===== config.mk =====
export PLATFORM = sky130hd
export DESIGN_NAME = fetch_ctrl
export DESIGN_NICKNAME = d
export VERILOG_FILES = /design/src/rtl/fetch_pkg.sv /design/src/rtl/fetch_fifo.sv /design/src/rtl/fetch_ctrl.sv
export SDC_FILE = /design/constraint.sdc
export NUM_CORES = 1
export LEC_CHECK = 0
export BUFFER_PORTS_ARGS = -buffer_cell sky130_fd_sc_hd__buf_4
export CAP_MARGIN = 20
export CORE_ASPECT_RATIO = 0.8
export CORE_MARGIN = 1
export CORE_UTILIZATION = 52
export CTS_BUF_LIST = sky130_fd_sc_hd__clkbuf_2
export DETAILED_ROUTE_END_ITERATION = 10
export HOLD_SLACK_MARGIN = 0.02
export PLACE_DENSITY_LB_ADDON = 0.1
export SYNTH_ARGS = -nofsm -noshare
export SYNTH_HDL_FRONTEND = slang
export SYNTH_HIERARCHICAL = 1
export SYNTH_SLANG_ARGS = --single-unit

===== constraint.sdc =====
create_clock -name CLK -period 3.78 [get_ports CLK]
set_clock_uncertainty 0.05 [all_clocks]
set_input_delay 0.756 -clock CLK [delete_from_list [all_inputs] [get_ports CLK]]
set_output_delay 0.756 -clock CLK [all_outputs]
set_load 0.01 [all_outputs]

===== src/rtl/fetch_pkg.sv =====
// fetch_pkg: shared types and defaults for the fetch sequencer.
// Holds the FSM state enum, width/reset-PC defaults and PC step.
package fetch_pkg;

  localparam int          XLEN_DEF     = 32;
  localparam logic [31:0] RESET_PC_DEF = 32'h0000_0000;
  localparam logic [31:0] PC_INC       = 32'd4;

  typedef enum logic [1:0] {
    BOOT,
    FETCH,
    WAIT,
    FLUSH
  } state_t;

endpackage


===== src/rtl/fetch_fifo.sv =====
// fetch_fifo: DEPTH-entry {pc, inst} buffer toward decode.
// Ports: clk, rst_n, push/wdata, pop/rdata, clear, count, full, empty.
module fetch_fifo #(
  parameter  int W     = 64,
  parameter  int DEPTH = 2,
  localparam int AW    = $clog2(DEPTH),
  localparam int CW    = $clog2(DEPTH) + 1
) (
  input  logic          clk,
  input  logic          rst_n,
  input  logic          push,
  input  logic [W-1:0]  wdata,
  input  logic          pop,
  input  logic          clear,
  output logic [W-1:0]  rdata,
  output logic [CW-1:0] count,
  output logic          full,
  output logic          empty
);

  logic [W-1:0]  mem [DEPTH];
  logic [AW-1:0] rd_ptr;
  logic [AW-1:0] wr_ptr;
  logic          do_push;
  logic          do_pop;

  assign full    = (count == CW'(DEPTH));
  assign empty   = (count == '0);
  assign do_pop  = pop && !empty;
  // a pop in the same cycle frees the slot for a push
  assign do_push = push && (!full || do_pop);
  assign rdata   = mem[rd_ptr];

  always_ff @(posedge clk or negedge rst_n) begin
    if (!rst_n) begin
      rd_ptr <= '0;
      wr_ptr <= '0;
      count  <= '0;
      for (int i = 0; i < DEPTH; i++) begin
        mem[i] <= '0;
      end
    end else if (clear) begin
      rd_ptr <= '0;
      wr_ptr <= '0;
      count  <= '0;
    end else begin
      if (do_push) begin
        mem[wr_ptr] <= wdata;
        wr_ptr      <= wr_ptr + 1'b1;
      end
      if (do_pop) begin
        rd_ptr <= rd_ptr + 1'b1;
      end
      count <= count + CW'(do_push) - CW'(do_pop);
    end
  end

endmodule


===== src/rtl/fetch_ctrl.sv =====
// fetch_ctrl: fetch PC owner, imem req/gnt/rvalid sequencer, redirect.
// Ports: CLK, RESET_N, imem_*, inst_*, redirect_*; FETCH_PERF_EN adds
// perf_redirect_cnt and perf_stall_cnt.
module fetch_ctrl
  import fetch_pkg::*;
#(
  parameter int              XLEN      = XLEN_DEF,
  parameter logic [XLEN-1:0] RESET_PC  = XLEN'(RESET_PC_DEF),
  parameter int              BUF_DEPTH = 2
) (
  input  logic            CLK,
  input  logic            RESET_N,
  output logic            imem_req,
  output logic [XLEN-1:0] imem_addr,
  input  logic            imem_gnt,
  input  logic            imem_rvalid,
  input  logic [XLEN-1:0] imem_rdata,
  output logic            inst_valid,
  output logic [XLEN-1:0] inst,
  output logic [XLEN-1:0] inst_pc,
  input  logic            inst_ready,
  input  logic            redirect_valid,
  input  logic [XLEN-1:0] redirect_target
`ifdef FETCH_PERF_EN
  ,
  output logic [31:0]     perf_redirect_cnt,
  output logic [31:0]     perf_stall_cnt
`endif
);

  localparam int CW = $clog2(BUF_DEPTH) + 1;

  state_t          state;
  state_t          state_nx;
  logic [XLEN-1:0] fetch_pc;
  logic [XLEN-1:0] fetch_pc_nx;
  logic [XLEN-1:0] out_pc;
  logic [XLEN-1:0] target;
  logic [CW-1:0]   count;
  logic            full;
  logic            empty;
  logic            outstanding;
  logic            issue;
  logic            push;
  logic [2*XLEN-1:0] rdata;
  logic            unused_tgt;

  assign unused_tgt  = ^redirect_target[1:0];
  assign target      = {redirect_target[XLEN-1:2], 2'b00};
  assign outstanding = (state == WAIT) || (state == FLUSH);

  assign imem_req  = (state == FETCH) && !full &&
                     ((int'(count) + int'(outstanding)) < BUF_DEPTH);
  assign imem_addr = fetch_pc;
  assign issue     = imem_req && imem_gnt;

  // redirect kills a response arriving in the same cycle
  assign push = (state == WAIT) && imem_rvalid && !redirect_valid;

  assign inst_valid = !empty;
  assign inst_pc    = rdata[2*XLEN-1:XLEN];
  assign inst       = rdata[XLEN-1:0];

  fetch_fifo #(
    .W     (2 * XLEN),
    .DEPTH (BUF_DEPTH)
  ) u_fifo (
    .clk   (CLK),
    .rst_n (RESET_N),
    .push  (push),
    .wdata ({out_pc, imem_rdata}),
    .pop   (inst_ready),
    .clear (redirect_valid),
    .rdata (rdata),
    .count (count),
    .full  (full),
    .empty (empty)
  );

  always_comb begin
    state_nx    = state;
    fetch_pc_nx = fetch_pc;
    unique case (state)
      BOOT:  state_nx = FETCH;
      FETCH: begin
        if (issue) begin
          state_nx    = WAIT;
          fetch_pc_nx = fetch_pc + XLEN'(PC_INC);
        end
      end
      WAIT:  if (imem_rvalid) state_nx = FETCH;
      FLUSH: if (imem_rvalid) state_nx = FETCH;
      default: state_nx = BOOT;
    endcase
    if (redirect_valid) begin
      fetch_pc_nx = target;
      // still owed a response -> swallow it in FLUSH
      if ((outstanding && !imem_rvalid) || issue) begin
        state_nx = FLUSH;
      end else begin
        state_nx = FETCH;
      end
    end
  end

  always_ff @(posedge CLK or negedge RESET_N) begin
    if (!RESET_N) begin
      state    <= BOOT;
      fetch_pc <= RESET_PC;
      out_pc   <= '0;
    end else begin
      state    <= state_nx;
      fetch_pc <= fetch_pc_nx;
      if (issue) begin
        out_pc <= fetch_pc;
      end
    end
  end

`ifdef FETCH_PERF_EN
  always_ff @(posedge CLK or negedge RESET_N) begin
    if (!RESET_N) begin
      perf_redirect_cnt <= '0;
      perf_stall_cnt    <= '0;
    end else begin
      if (redirect_valid && (perf_redirect_cnt != '1)) begin
        perf_redirect_cnt <= perf_redirect_cnt + 1'b1;
      end
      if (!inst_valid && (state != BOOT) &&
          (perf_stall_cnt != '1)) begin
        perf_stall_cnt <= perf_stall_cnt + 1'b1;
      end
    end
  end
`else
  // no performance counters in this build
`endif

endmodule


Yosys cells after proc, flatten, opt, wreduce, memory -nomap -nowiden
Cells that the tools add are included.

word-level totals
  word-level logic and storage cells = 72
  output and inout port bits = 98
  input port bits = 70
  register bits after elaboration = 198

cells by class
  $add $sub $neg = 6
  reduce and logical (&&, ||, !) cells = 26
  magnitude comparators = 4
  bitwise logic cells = 3
  multiplexer cells = 19
  equality and inequality tests = 6

operators with widths
  operator                                                                 number
  64-bit two-way mux                                                       4
  128-bit bitwise mux                                                      1
  32-bit two-way mux                                                       3
  64-bit demux with 1-bit select                                           1
  32-bit by 3-bit adder with 32-bit output, second input constant          1
  2-bit two-way mux                                                        5
  1-bit logical AND                                                        9
  2-bit nonzero test                                                       4
  2-bit == test, second input constant                                     3
  2-bit one-hot mux with 3 select lines                                    1
  2-bit AND reduction                                                      3
  2-bit greater-or-equal comparator, second input constant                 2
  1-bit zero test                                                          4
  2-bit zero test                                                          2
  1-bit two-way mux                                                        4
  1-bit inverter with 2-bit output                                         2
  2-bit by 1-bit adder with 3-bit output                                   1
  1-bit logical OR                                                         3
  3-bit by 2-bit < comparator with 1-bit output, second input constant     1
  3-bit by 1-bit inequality test with 1-bit output, second input constant  1
  3-bit inequality test, second input constant                             1
  1-bit adder, second input constant                                       2
  2-bit by 1-bit adder with 2-bit output                                   1
  2-bit by 1-bit == test with 1-bit output, second input constant          1
  4 further kinds                                                          4

Depth between registers and ports, before layout
  word-level depth = 9
  gate-level depth with buffers = 10
  mapped depth without buffers = 8

Modules after synthesis
Netlist, hierarchy kept.

by module, submodules not included
  module      area an instance (µm²)  times used  seq. area each (µm²)  cells an instance
  fetch_fifo  5,979.5                 1           3,303.2               365
  fetch_ctrl  3,105.5                 1           1,551.5               297

Worst setup path after synthesis
OpenSTA, ideal clock, no wires.

  path kind = input -> register
  from = in redirect_valid
  to = reg u_fifo/mem[10] (netlist bit)
  data required time = 3.605 ns
  stages on the path = 7
  data arrival time = 2.299 ns
  setup time = 0.125 ns
  path slack = 1.306 ns
  buffers on the path = 4
  cells stage by stage = clkbuf_1 clkbuf_1 nor3_1 and4b_1 buf_6 buf_6 mux2_4

on the way
  longest elaborated chain between the ends = 4
  elaborated cells between the ends (all ways) = 5
  classes of those cells = 1 x bitwise; 4 x reduce/logical

ends and longest elaborated chain
  what                                  line              source
  start, declared                       fetch_ctrl.sv:22  input logic redirect_valid,
  1-bit zero test                       fetch_ctrl.sv:58  assign push = (state == WAIT) && imem_rvalid && !redirect_valid;
  1-bit logical AND                     fetch_ctrl.sv:58
  via push                              fetch_ctrl.sv:44  logic push;
  1-bit logical AND                     fetch_fifo.sv:31  assign do_push = push && (!full || do_pop);
  2-bit AND reduction (no source line)  -
  end signal, assigned by index         fetch_fifo.sv:48  mem[wr_ptr] <= wdata;
  end, declared                         fetch_fifo.sv:21  logic [W-1:0] mem [DEPTH];

The timed path passes the listed nets, and every way through them passes these cells.
A chain may end at the register's enable or synchronous reset.

Worst setup path after layout
  from = reg u_fifo.count[1]
  to = out imem_req

on the way
  longest elaborated chain between the ends = 4
  elaborated cells between the ends (all ways) = 6
  classes of those cells = 1 x add/sub; 1 x order compare; 1 x eq/ne; 3 x reduce/logical

ends and longest elaborated chain
  what                             line              source
  start, declared                  fetch_fifo.sv:16  output logic [CW-1:0] count,
  start signal, assigned           fetch_fifo.sv:54  count <= count + CW'(do_push) - CW'(do_pop);
  2-bit == test                    fetch_fifo.sv:27  assign full = (count == CW'(DEPTH));
  via full                         fetch_ctrl.sv:40  logic full;
  1-bit zero test                  fetch_ctrl.sv:52  assign imem_req = (state == FETCH) && !full &&
  1-bit logical AND (2 in series)  fetch_ctrl.sv:52
  end, declared                    fetch_ctrl.sv:13  output logic imem_req,

The timed path passes the listed nets, and every way through them passes these cells.

==> impl_metrics.json <==
{
  "drive_gt1_share_pct": 51.8,
  "cp_max_fo": 11,
  "cp_common_cell": "buf_4",
  "cts_made_buffers": 17,
  "fp-row-count": 42,
  "final-max-slew-violation-count": 0,
  "diodes": 0,
  "cts_sinks": 194,
  "p_leak_nw": 5.20,
  "cts_tree": "done",
  "ios": 168,
  "run_status": "complete, no violations",
  "cts_buffer_depth": 2,
  "synth_edf_count": 0,
  "ys_ff_latch": 194,
  "syn_to_final_growth_pct": 18.2,
  "critPathMaxStageDelay_ns": 0.72,
  "track_usage_pct": 22.9,
  "powerDensity_mw_per_mm2": 543,
  "use_met1_pct": 32.1,
  "path_delay_family": "simple AND/OR/NAND/NOR gates",
  "htree_levels": 4,
  "synth_cell_types": 51,
  "nNetsFinal": 896,
  "crit_path_end_kind": "output pin",
  "clk_pin_slew_ns": 0.32,
  "final_min_period_over_clock_period_pct": 89.3,
  "synth_ff_type": "dfrtp_1",
  "hold_path.startpoint": "redirect_target[14]",
  "setup_viol": 0,
  "synth_area_per_cell_um2": 13.7,
  "fp.coreArea_mm2": 0.0168,
  "grtUsageMet2_pct": 36.6,
  "path_class": "reg -> out",
  "drt-wirelength-per-cell_um": 18.8,
  "start_util_pct": 54.0,
  "grt_max_degree": 87,
  "grtUsageMet3_pct": 5.47,
  "hold_ws_ns": 0.126,
  "final_cell_mix": "dfrtp_1, buf_4, mux2_2, mux2_4, nand2_1",
  "irDropWorstVdd_mv": 0.350,
  "r2r_slack_ns": 1.08,
  "clkLatencyLatePin_ns": 0.75,
  "post_cts_buffers": 0,
  "slew_headroom_pct": 35.9,
  "drt_iter0_markers": 352,
  "worstHoldPathType": "in -> reg",
  "first_pass_iters": 5,
  "total_power_mw": 5.83,
  "yosysSeqAreaShare_pct": 53.4,
  "die_y_um": 120,
  "tns_ns": 0,
  "via_count": 5902,
  "reg2reg_depth": 7,
  "async_reset_ff_share_pct": 100,
  "netlist_instances": 662,
  "die_w_um": 150,
  "reg2reg_to": "imem_addr[27]",
  "path_cells": "nor2b_1, or4b_1, inv_1, buf_4, buf_4",
  "drc_errors": 0,
  "place_congestion": 0.781,
  "cp_num_buf_inv": 3,
  "slowest_stage": "or4b_1",
  "r2r_start": "u_fifo/count[1]",
  "cp.required_ns": 2.97,
  "routed_wl_mm": 19.9,
  "worstMarginPinSlew_ns": 0.961,
  "final_common_cell": "dfrtp_1",
  "rsz0062_at_grt": "false",
  "overflow": 0,
  "syn_area_mm2": 0.00908,
  "yosysWarnings": 6,
  "startpoint_type": "flop",
  "worst-endpoint-arrival_ns": 2.57,
  "ant_nets": 0,
  "gr-max-usage-layer": "met2",
  "viasPerCell": 5.59,
  "grt_pass1_vias": 6092,
  "hold_end": "imem_addr[14]",
  "antenna_found_initial": 0,
  "hold_viol_final": 0,
  "whs_path_depth": 3,
  "grt_pass1_wl_mm": 32.0,
  "cts_root_buf": "clkbuf_2",
  "dp_hpwl_mm": 13.5,
  "io_buffers": 163,
  "die_area_mm2": 0.0180,
  "min_period_ns": 3.38,
  "maxCapViolCount": 0,
  "post_cts_resized": 0,
  "cts_hold_buf": 1,
  "fmax_ghz": 0.296
}
-- how the worst max path moves through the flow --
| stage | slack, ns | endpoint | cells after the start | start |
|---|---|---|---|---|
| 2_1_floorplan | 1.31 | u_fifo/mem[10] | 7 | redirect_valid |
| 3_3_place_gp | 0.87 | u_fifo/mem[54] | 5 | redirect_valid |
| 3_5_place_dp | 0.83 | u_fifo/mem[33] | 5 | redirect_valid |
| 4_1_cts | 0.35 | imem_req | 5 | u_fifo/count[1] |
| 5_1_grt | 0.24 | imem_req | 5 | u_fifo/count[1] |
| 6_report | 0.40 | imem_req | 5 | u_fifo/count[1] |
-- through the flow --
step / util (%) / std cells / worst slack, ns / instance area (um2)
finish: 63.9 / 1056 / 0.403 / 10700
global route: 63.9 / 1056 / 0.237 / 10700
CTS: 63.9 / 1056 / 0.346 / 10700
detailed placement: 62.4 / 1023 / 0.833 / 10500
global placement: 62.4 / 1023 / 0.868 / 10500
floorplan: - / 667 / 1.31 / 9100
-- synthesized netlist by cell type (2+ instances only) --
cell             n  area [um2]
or4b_1           5        50.1
buf_6           10         113
mux2_4          60         901
xor2_1           7        61.3
nor2_1          20        75.1
nor2b_1          4        25.0
ha_1             3        37.5
and3_2           2        15.0
clkbuf_1        15        56.3
mux2_2         153        1720
nor3_1           6        30.0
nand4_1         12        75.1
nand3_1         13        65.1
o31ai_1         10        75.1
a211o_1          2        17.5
or3_1            2        12.5
and4_1           4        35.0
nor4_1           3        18.8
buf_4            7        52.6
and3_1           3        18.8
o21ai_0         21         105
xnor2_1          6        52.6
o41ai_1          3        26.3
or4_1            9        67.6
a31oi_1         15        93.8
or3_2            2        15.0
buf_2            3        15.0
dfrtp_1        194        4850
inv_1           11        41.3
nand2_1         32         120
mux2_1           4        45.0
dlygate4sd3_1    2        20.0
-- kinds of logic (layout without fill, tap and decap cells) --
logic type                 after synthesis  after routing  synth area share [%]
muxes                                  218            218                  29.5
DFF                                    194            194                  53.4
and+or+nand+nor                        126            126                  7.79
AOI/OAI and AO/OA                       58             58                  4.15
buffers and inverters                   49            218                  3.43
xor gates and xnor gates                13             13                  1.25
adders and majority gates                3              3                 0.413
other                                    1              6                0.0413
-- tightest hold or removal path: cells and delay by family --
| kind | cells | cell delay, ns |
|---|---|---|
| AND/OR/NAND/NOR | 2 | 0.09 |
| buffers and inverters | 1 | 0.08 |
-- state kept, by name, summed over array words and instances, names as in the netlist --
register	count
u_fifo/wr_ptr	1
out_pc	30
u_fifo/rd_ptr	1
u_fifo/mem	128
u_fifo/count	2
state	2
imem_addr	30
-- final cells by class --
class | instances | area [um2]
fill | 1310 | 6080
sequential | 194 | 4860
multi-input combinational | 424 | 3960
timing repair buffer | 175 | 1370
tap | 220 | 275
clock inverter | 15 | 154
clock buffer | 17 | 85.1
inverter | 11 | 41.3
-- routing by layer --
metal | routed length (um) | up-vias | part of all wire (%)
met4 | 128 | 0 | 0.64
met5 | 0 | - | 0
li1 | - | 2731 | -
met3 | 1110 | 10 | 5.6
met2 | 9420 | 159 | 47
met1 | 9230 | 3002 | 46
-- report_power, final --
part | total [mW] | internal [mW] | switching, mW
Clock | 1.02 | 0.263 | 0.753
Combinational | 1.91 | 1.12 | 0.794
Sequential | 2.90 | 2.56 | 0.348
Total | 5.83 | 3.94 | 1.89
(Power assumes the default switching activity.)
